<file path="src/rtl/game_time_tik_generator.sv">
// One-second game tick generator: a prescaler gated by a run/pause/stop FSM that
// drives a fixed-width time_tik pulse, a wrapping seconds count and an optional timeout.
module game_time_tik_generator #(
  parameter int unsigned CLK_FREQ        = 25000000,
  parameter int unsigned TIK_HIGH_CYCLES = 4,
  parameter int unsigned MAX_SECONDS     = 999,
  parameter int unsigned TIME_LIMIT      = 0
) (
  input  logic       clock_25,
  input  logic       reset,
  input  logic       sync_reset,
  input  logic       start,
  input  logic       pause,
  input  logic       game_over,
  output logic       time_tik,
  output logic [9:0] seconds,
  output logic       timeout,
  output logic       running
);

  localparam int unsigned PW = $clog2(CLK_FREQ);
  localparam int unsigned WW = $clog2(TIK_HIGH_CYCLES + 1);
  localparam int unsigned SW = 10;

  localparam logic [PW-1:0] PRESC_LAST = PW'(CLK_FREQ - 1);
  localparam logic [WW-1:0] WIDTH_LOAD = WW'(TIK_HIGH_CYCLES - 1);
  localparam logic [SW-1:0] SEC_MAX    = SW'(MAX_SECONDS);
  localparam logic [SW-1:0] SEC_LIMIT  = SW'(TIME_LIMIT);
  localparam bit            LIMIT_EN   = (TIME_LIMIT != 0);

  typedef enum logic [1:0] {
    S_IDLE,
    S_RUNNING,
    S_PAUSED,
    S_STOPPED
  } state_e;

  state_e        state_q,   state_d;
  logic [PW-1:0] presc_q,   presc_d;
  logic [WW-1:0] width_q,   width_d;
  logic [SW-1:0] seconds_q, seconds_d;
  logic          tik_q,     tik_d;
  logic          timeout_q, timeout_d;
  logic          running_q, running_d;

  always_comb begin
    state_d   = state_q;
    presc_d   = presc_q;
    width_d   = width_q;
    seconds_d = seconds_q;
    tik_d     = 1'b0;
    timeout_d = 1'b0;

    // An in-flight pulse finishes regardless of what the FSM does.
    if (width_q != '0) begin
      width_d = width_q - WW'(1);
      tik_d   = 1'b1;
    end

    case (state_q)
      S_IDLE: begin
        presc_d   = '0;
        seconds_d = '0;
        if (start) state_d = S_RUNNING;
      end
      S_RUNNING: begin
        if (game_over) begin
          state_d = S_STOPPED;
        end else if (pause) begin
          state_d = S_PAUSED;
        end else if (presc_q == PRESC_LAST) begin
          presc_d   = '0;
          seconds_d = (seconds_q == SEC_MAX) ? '0 : seconds_q + SW'(1);
          tik_d     = 1'b1;
          width_d   = WIDTH_LOAD;
          if (LIMIT_EN && (seconds_d == SEC_LIMIT)) begin
            timeout_d = 1'b1;
            state_d   = S_STOPPED;
          end
        end else begin
          presc_d = presc_q + PW'(1);
        end
      end
      S_PAUSED: begin
        if (game_over)   state_d = S_STOPPED;
        else if (!pause) state_d = S_RUNNING;
      end
      default: ;
    endcase

    // New-game clear overrides everything, including a pulse in progress.
    if (sync_reset) begin
      state_d   = S_IDLE;
      presc_d   = '0;
      width_d   = '0;
      seconds_d = '0;
      tik_d     = 1'b0;
      timeout_d = 1'b0;
    end

    running_d = (state_d == S_RUNNING);
  end

  always_ff @(posedge clock_25 or negedge reset) begin
    if (!reset) begin
      state_q   <= S_IDLE;
      presc_q   <= '0;
      width_q   <= '0;
      seconds_q <= '0;
      tik_q     <= 1'b0;
      timeout_q <= 1'b0;
      running_q <= 1'b0;
    end else begin
      state_q   <= state_d;
      presc_q   <= presc_d;
      width_q   <= width_d;
      seconds_q <= seconds_d;
      tik_q     <= tik_d;
      timeout_q <= timeout_d;
      running_q <= running_d;
    end
  end

  assign time_tik = tik_q;
  assign seconds  = seconds_q;
  assign timeout  = timeout_q;
  assign running  = running_q;

endmodule

</file>
<file path="config.mk">
export PLATFORM = sky130hd
export DESIGN_NAME = game_time_tik_generator
export DESIGN_NICKNAME = d
export VERILOG_FILES = /design/src/rtl/game_time_tik_generator.sv
export SDC_FILE = /design/constraint.sdc
export NUM_CORES = 1
export LEC_CHECK = 0
export CAP_MARGIN = 10
export CELL_PAD_IN_SITES_DETAIL_PLACEMENT = 0
export CELL_PAD_IN_SITES_GLOBAL_PLACEMENT = 2
export CORE_AREA = 2 2 81 83
export CTS_CLUSTER_SIZE = 30
export DETAILED_ROUTE_END_ITERATION = 12
export DIE_AREA = 0 0 83 85
export PLACE_DENSITY = 0.83
export SLEW_MARGIN = 20
export SYNTH_ARGS = -nofsm -noshare
export SYNTH_HDL_FRONTEND = slang
export SYNTH_SLANG_ARGS = --single-unit
</file>
<file path="constraint.sdc">
create_clock -name clock_25 -period 3.8 [get_ports clock_25]
set_input_delay 0.76 -clock clock_25 [delete_from_list [all_inputs] [get_ports clock_25]]
set_output_delay 0.76 -clock clock_25 [all_outputs]
set_load 0.05 [all_outputs]
</file>
After elaboration in Yosys (flattened, before gate mapping)
Cells that the tools add are included.
{ "totals": {"ff_bits": 42, "input_bits": 6, "output_inout_bits": 13, "elab_cells": 52} }
{ "classes": {"addsub": 3, "n_eq_ne": 8, "muxes": 30, "reduce_logical": 5} }
{ "ops": {"columns": ["cell", "count"], "rows": [
  ["$mux W25", 4],
  ["$mux W10", 5],
  ["$pmux W25 S2", 1],
  ["$add A25 B1 Y25 const B", 1],
  ["$eq A25 B25 Y1 const B", 1],
  ["$pmux W10 S2", 1],
  ["$mux W3", 6],
  ["$mux W2", 6],
  ["$add A10 B1 Y10 const B", 1],
  ["$eq A10 B10 Y1 const B", 1],
  ["$ne A3 B3 Y1 const B", 3],
  ["$mux W1", 6],
  ["$pmux W2 S3", 1],
  ["$reduce_bool A3 Y1", 2],
  ["$eq A2 B1 Y1 const B", 2],
  ["$reduce_and A4 Y1", 1],
  ["$reduce_and A3 Y1", 1],
  ["$sub A3 B1 Y3 const B", 1],
  ["$eq A2 B2 Y1 const B", 1],
  ["$logic_not A2 Y1", 1]
]} }

Longest topological paths before layout
{ "logic_depth": {"depth_word": 7, "mapped_depth": 7, "depth_no_buf": 6} }

Worst setup path after synthesis
OpenSTA, ideal clock, no wires.
{ "synth_timing": {"path_type": "input to register", "start": "input sync_reset", "end": "register presc_q[11]", "setup_time_ns": 0.082, "arrival_ns": 2.274, "t_required_ns": 3.718, "slack_ns": 1.444, "path_stages": 7, "path_buffers": 3, "path_cell_list": "clkbuf_1 -> or3b_2 -> clkbuf_1 -> a21oi_2 -> buf_2 -> nand2_1 -> a31oi_1"} }
{ "synth_via": {"elab_chain_cells": 2, "word_cells_on_any_way": 5, "cone_classes": "2 x eq/ne; 1 x mux; 2 x reduce/logical"} }
{ "synth_lines": {"columns": ["item", "line_no", "source"], "rows": [
  ["from (decl)", "11", "input logic sync_reset,"],
  ["$ne A3 B3 Y1 (no line) or $reduce_bool A3 Y1 (tied branches)", null, null],
  ["$reduce_and A3 Y1 (no line)", null, null],
  ["to (signal assigned)", "115", "presc_q <= presc_d;"],
  ["to (decl)", "39", "logic [PW-1:0] presc_q, presc_d;"]
]} }
Several ways; a longest one is shown, not always the timed one.
A chain may end at the register's enable or synchronous reset.

Final worst setup path
{ "layout_timing": {"start": "input sync_reset", "end": "register presc_q[5]"} }
The elaborated chain is that of the path after synthesis.

==> impl_metrics.yaml <==
run_status:
  run_status: "finished clean"
global_routing:
  grt_pass1_vias: 1806
  grt_max_degree: 43
  overflow: 0
  grt_first_pass_wirelength_um: 8880
  antenna_found_initial: 0
  grtUsageTotal_pct: 15.3
sta:
  setup_tns_ns: 0
  fmax_mhz: 384
  slew_violations: 0
  rsz0062_at_grt: "false"
  min_period_over_period_pct: 68.5
  setup_violations: 0
  worstMarginPinSlew_ns: 0.958
  max_slew_margin_pct: 36.1
  finalClockSkew_ns: 0.0120
  hold_violations: 0
  finalCriticalPeriod_ns: 2.60
  setup_slack_ns: 1.20
clock_network:
  htree_num_levels: 2
  clkTransAtPathRegs_ns: 0.08
  root_buffer: "clkbuf_8"
  cts_tree: "built"
  cts_hold_buf: 0
  clock_path_buffers: 2
  cts_resized: 0
  clk_latency_ns: 0.30
  numCtsBuffers: 5
  post_cts_buffers: 0
  cts.sinks: 42
synthesis:
  syn_area_um2: 2310
  synth_fp_nets: 264
  synth_top_area_cell: "dfrtp_1"
  async_flop_share_pct: 100
  avgSynthCellArea_um2: 9.11
  yosysWarnings: 0
  netlist_top_cells_area: "dfrtp_1 45%, a31oi_1 5.9%, nand2_1 4.5%"
  synth_flop_cell: "dfrtp_1"
  synthDistinctLibCells: 48
  ys_ff_latch: 42
  synth_seq_area_share_pct: 45.4
  synthCells: 254
  synth_edf_count: 0
  synth.top_cell.area_share_pct: 45.4
cells_and_area:
  syn2layout_area_growth_pct: 13.0
  diodes: 0
  nFillCells: 635
  drive_above_1_share_pct: 8.58
  final_common_cell: "dfrtp_1"
  layout_common_cells: "42 x dfrtp_1, 28 x nand2_1, 22 x a31oi_1, 18 x a21oi_1, 17 x nor2_1"
  final_util_pct: 42.2
  nets: 278
  stdcell_area_um2: 2620
  multiInputGateArea_um2: 1180
  final_cells: 345
  seq_area_um2: 1050
critical_path:
  critPathRequiredTime_ns: 4.02
  r2r_slack_ns: 1.55
  rr_worst_depth: 5
  rr_endpoint: "seconds[3]"
  slowest_delay_ns: 0.64
  cp.arrival_ns: 2.82
  path_cells: "clkdlybuf4s50_1 > or3b_2 > a21oi_2 > buf_4 > o21ai_0 > a31oi_1"
  cpMaxStageDelayCell: "or3b_2"
  worstSetupPathType: "in -> reg"
  cp-end-kind: "register"
  crit_fanout: 11
  start_kind: "input pin"
  r2r_start: "presc_q[7]"
die:
  rows: 29
  pin_count: 19
  core_um2: 6200
  start_util_pct: 37.3
  dieHeight_um: 85
  dieArea_um2: 7060
  die_x_um: 83
place:
  dp.cells: 338
  hpwl_um: 3530
  place_area_um2: 2540
  gp_congestion: 0.731
  port_buffers: 17
  place_ws_ns: 0.848
min_path:
  worstHoldPathType: "reg -> reg"
  worstHoldStart: "presc_q[5]"
  hold_depth: 1
  min_to: "presc_q[5]"
routing:
  ant_nets: 0
  drc: 0
  first_iter_violations: 84
  vias: 1917
  totalWireLength_um: 5110
  wl_per_cell_um: 14.8
  firstDrtPassIters: 4
  drt-vias-per-instance: 5.56
run:
  cap_violations: 0
power_and_ir_drop:
  leakage_nw: 1.05
  power_density_nw_per_um2: 358
  irDropWorstVdd_uv: 196
-- stage by stage --
stage	hold slack (ns)	total power, mW
5_1_grt	0.518	0.987
3_5_place_dp	0.493	0.666
6_report	0.505	0.935
2_1_floorplan	0.464	0.616
3_3_place_gp	0.492	0.665
4_1_cts	0.506	0.950
-- routing by layer --
metal / vias up / GRT usage (%) / wire (um)
met4: 0 / 5.22 / 65
met2: 20 / 24.5 / 2360
met3: 7 / 2.92 / 111
li1: 970 / - / -
met5: - / 0 / 0
met1: 920 / 21.1 / 2570
-- kinds of logic after synthesis --
family / count (synthesis) / synth area share [%]
other cells: 1 / 0.162
mux: 5 / 2.27
buf+inv: 20 / 3.78
simple gates: 110 / 26.5
fa+ha+maj: 4 / 2.16
flops: 42 / 45.4
compound gates: 65 / 17.0
xor+xnor: 7 / 2.65
-- report_power, final --
group          switching (mW)  internal [mW]  total, mW
clock                   0.158          0.124      0.281
sequential             0.0127          0.467      0.480
combinational           0.109         0.0656      0.174
total                   0.279          0.656      0.935
-- area by class of cell --
cell class	instances	area share, %
multi-input cells	192	45.0
flip-flops and latches	42	40.2
clock buffers	5	2.63
well taps	77	3.68
inverters	7	1.00
clock inverters	2	0.383
repair buffers	20	7.17
-- worst max-delay path by stage --
stage                        to  slack [ns]  depth (start not counted)       start
floorplan           presc_q[11]        1.44                          7  sync_reset
global placement     presc_q[5]        0.89                          6  sync_reset
detailed placement   presc_q[5]        0.85                          6  sync_reset
CTS                  presc_q[5]        1.17                          6  sync_reset
global route        presc_q[19]        1.02                          7  sync_reset
finish               presc_q[5]        1.20                          6  sync_reset
-- synth_stat cells (all sizes together) (4+ instances only) --
cell type	n
nand3	12
and3	9
nand2	28
clkbuf	7
a31oi	22
buf	6
xor2	4
inv	7
or3	6
ha	4
nand4	10
nor2	18
nor4	5
o21ai	12
a21oi	19
dfrtp	42
-- worst max-delay path: cells and delay by family --
kind,cells,cell delay [ns]
buf+inv,2,0.82
simple gates,1,0.64
compound gates,3,0.61
-- sequential cells by signal, indices dropped and copies added, names as in the netlist --
| signal | count |
|---|---|
| presc_q | 25 |
| seconds | 10 |
| width_q | 3 |
| state_q | 2 |
| running | 1 |
| time_tik | 1 |
Note: power is estimated with default switching activity, not from simulation.
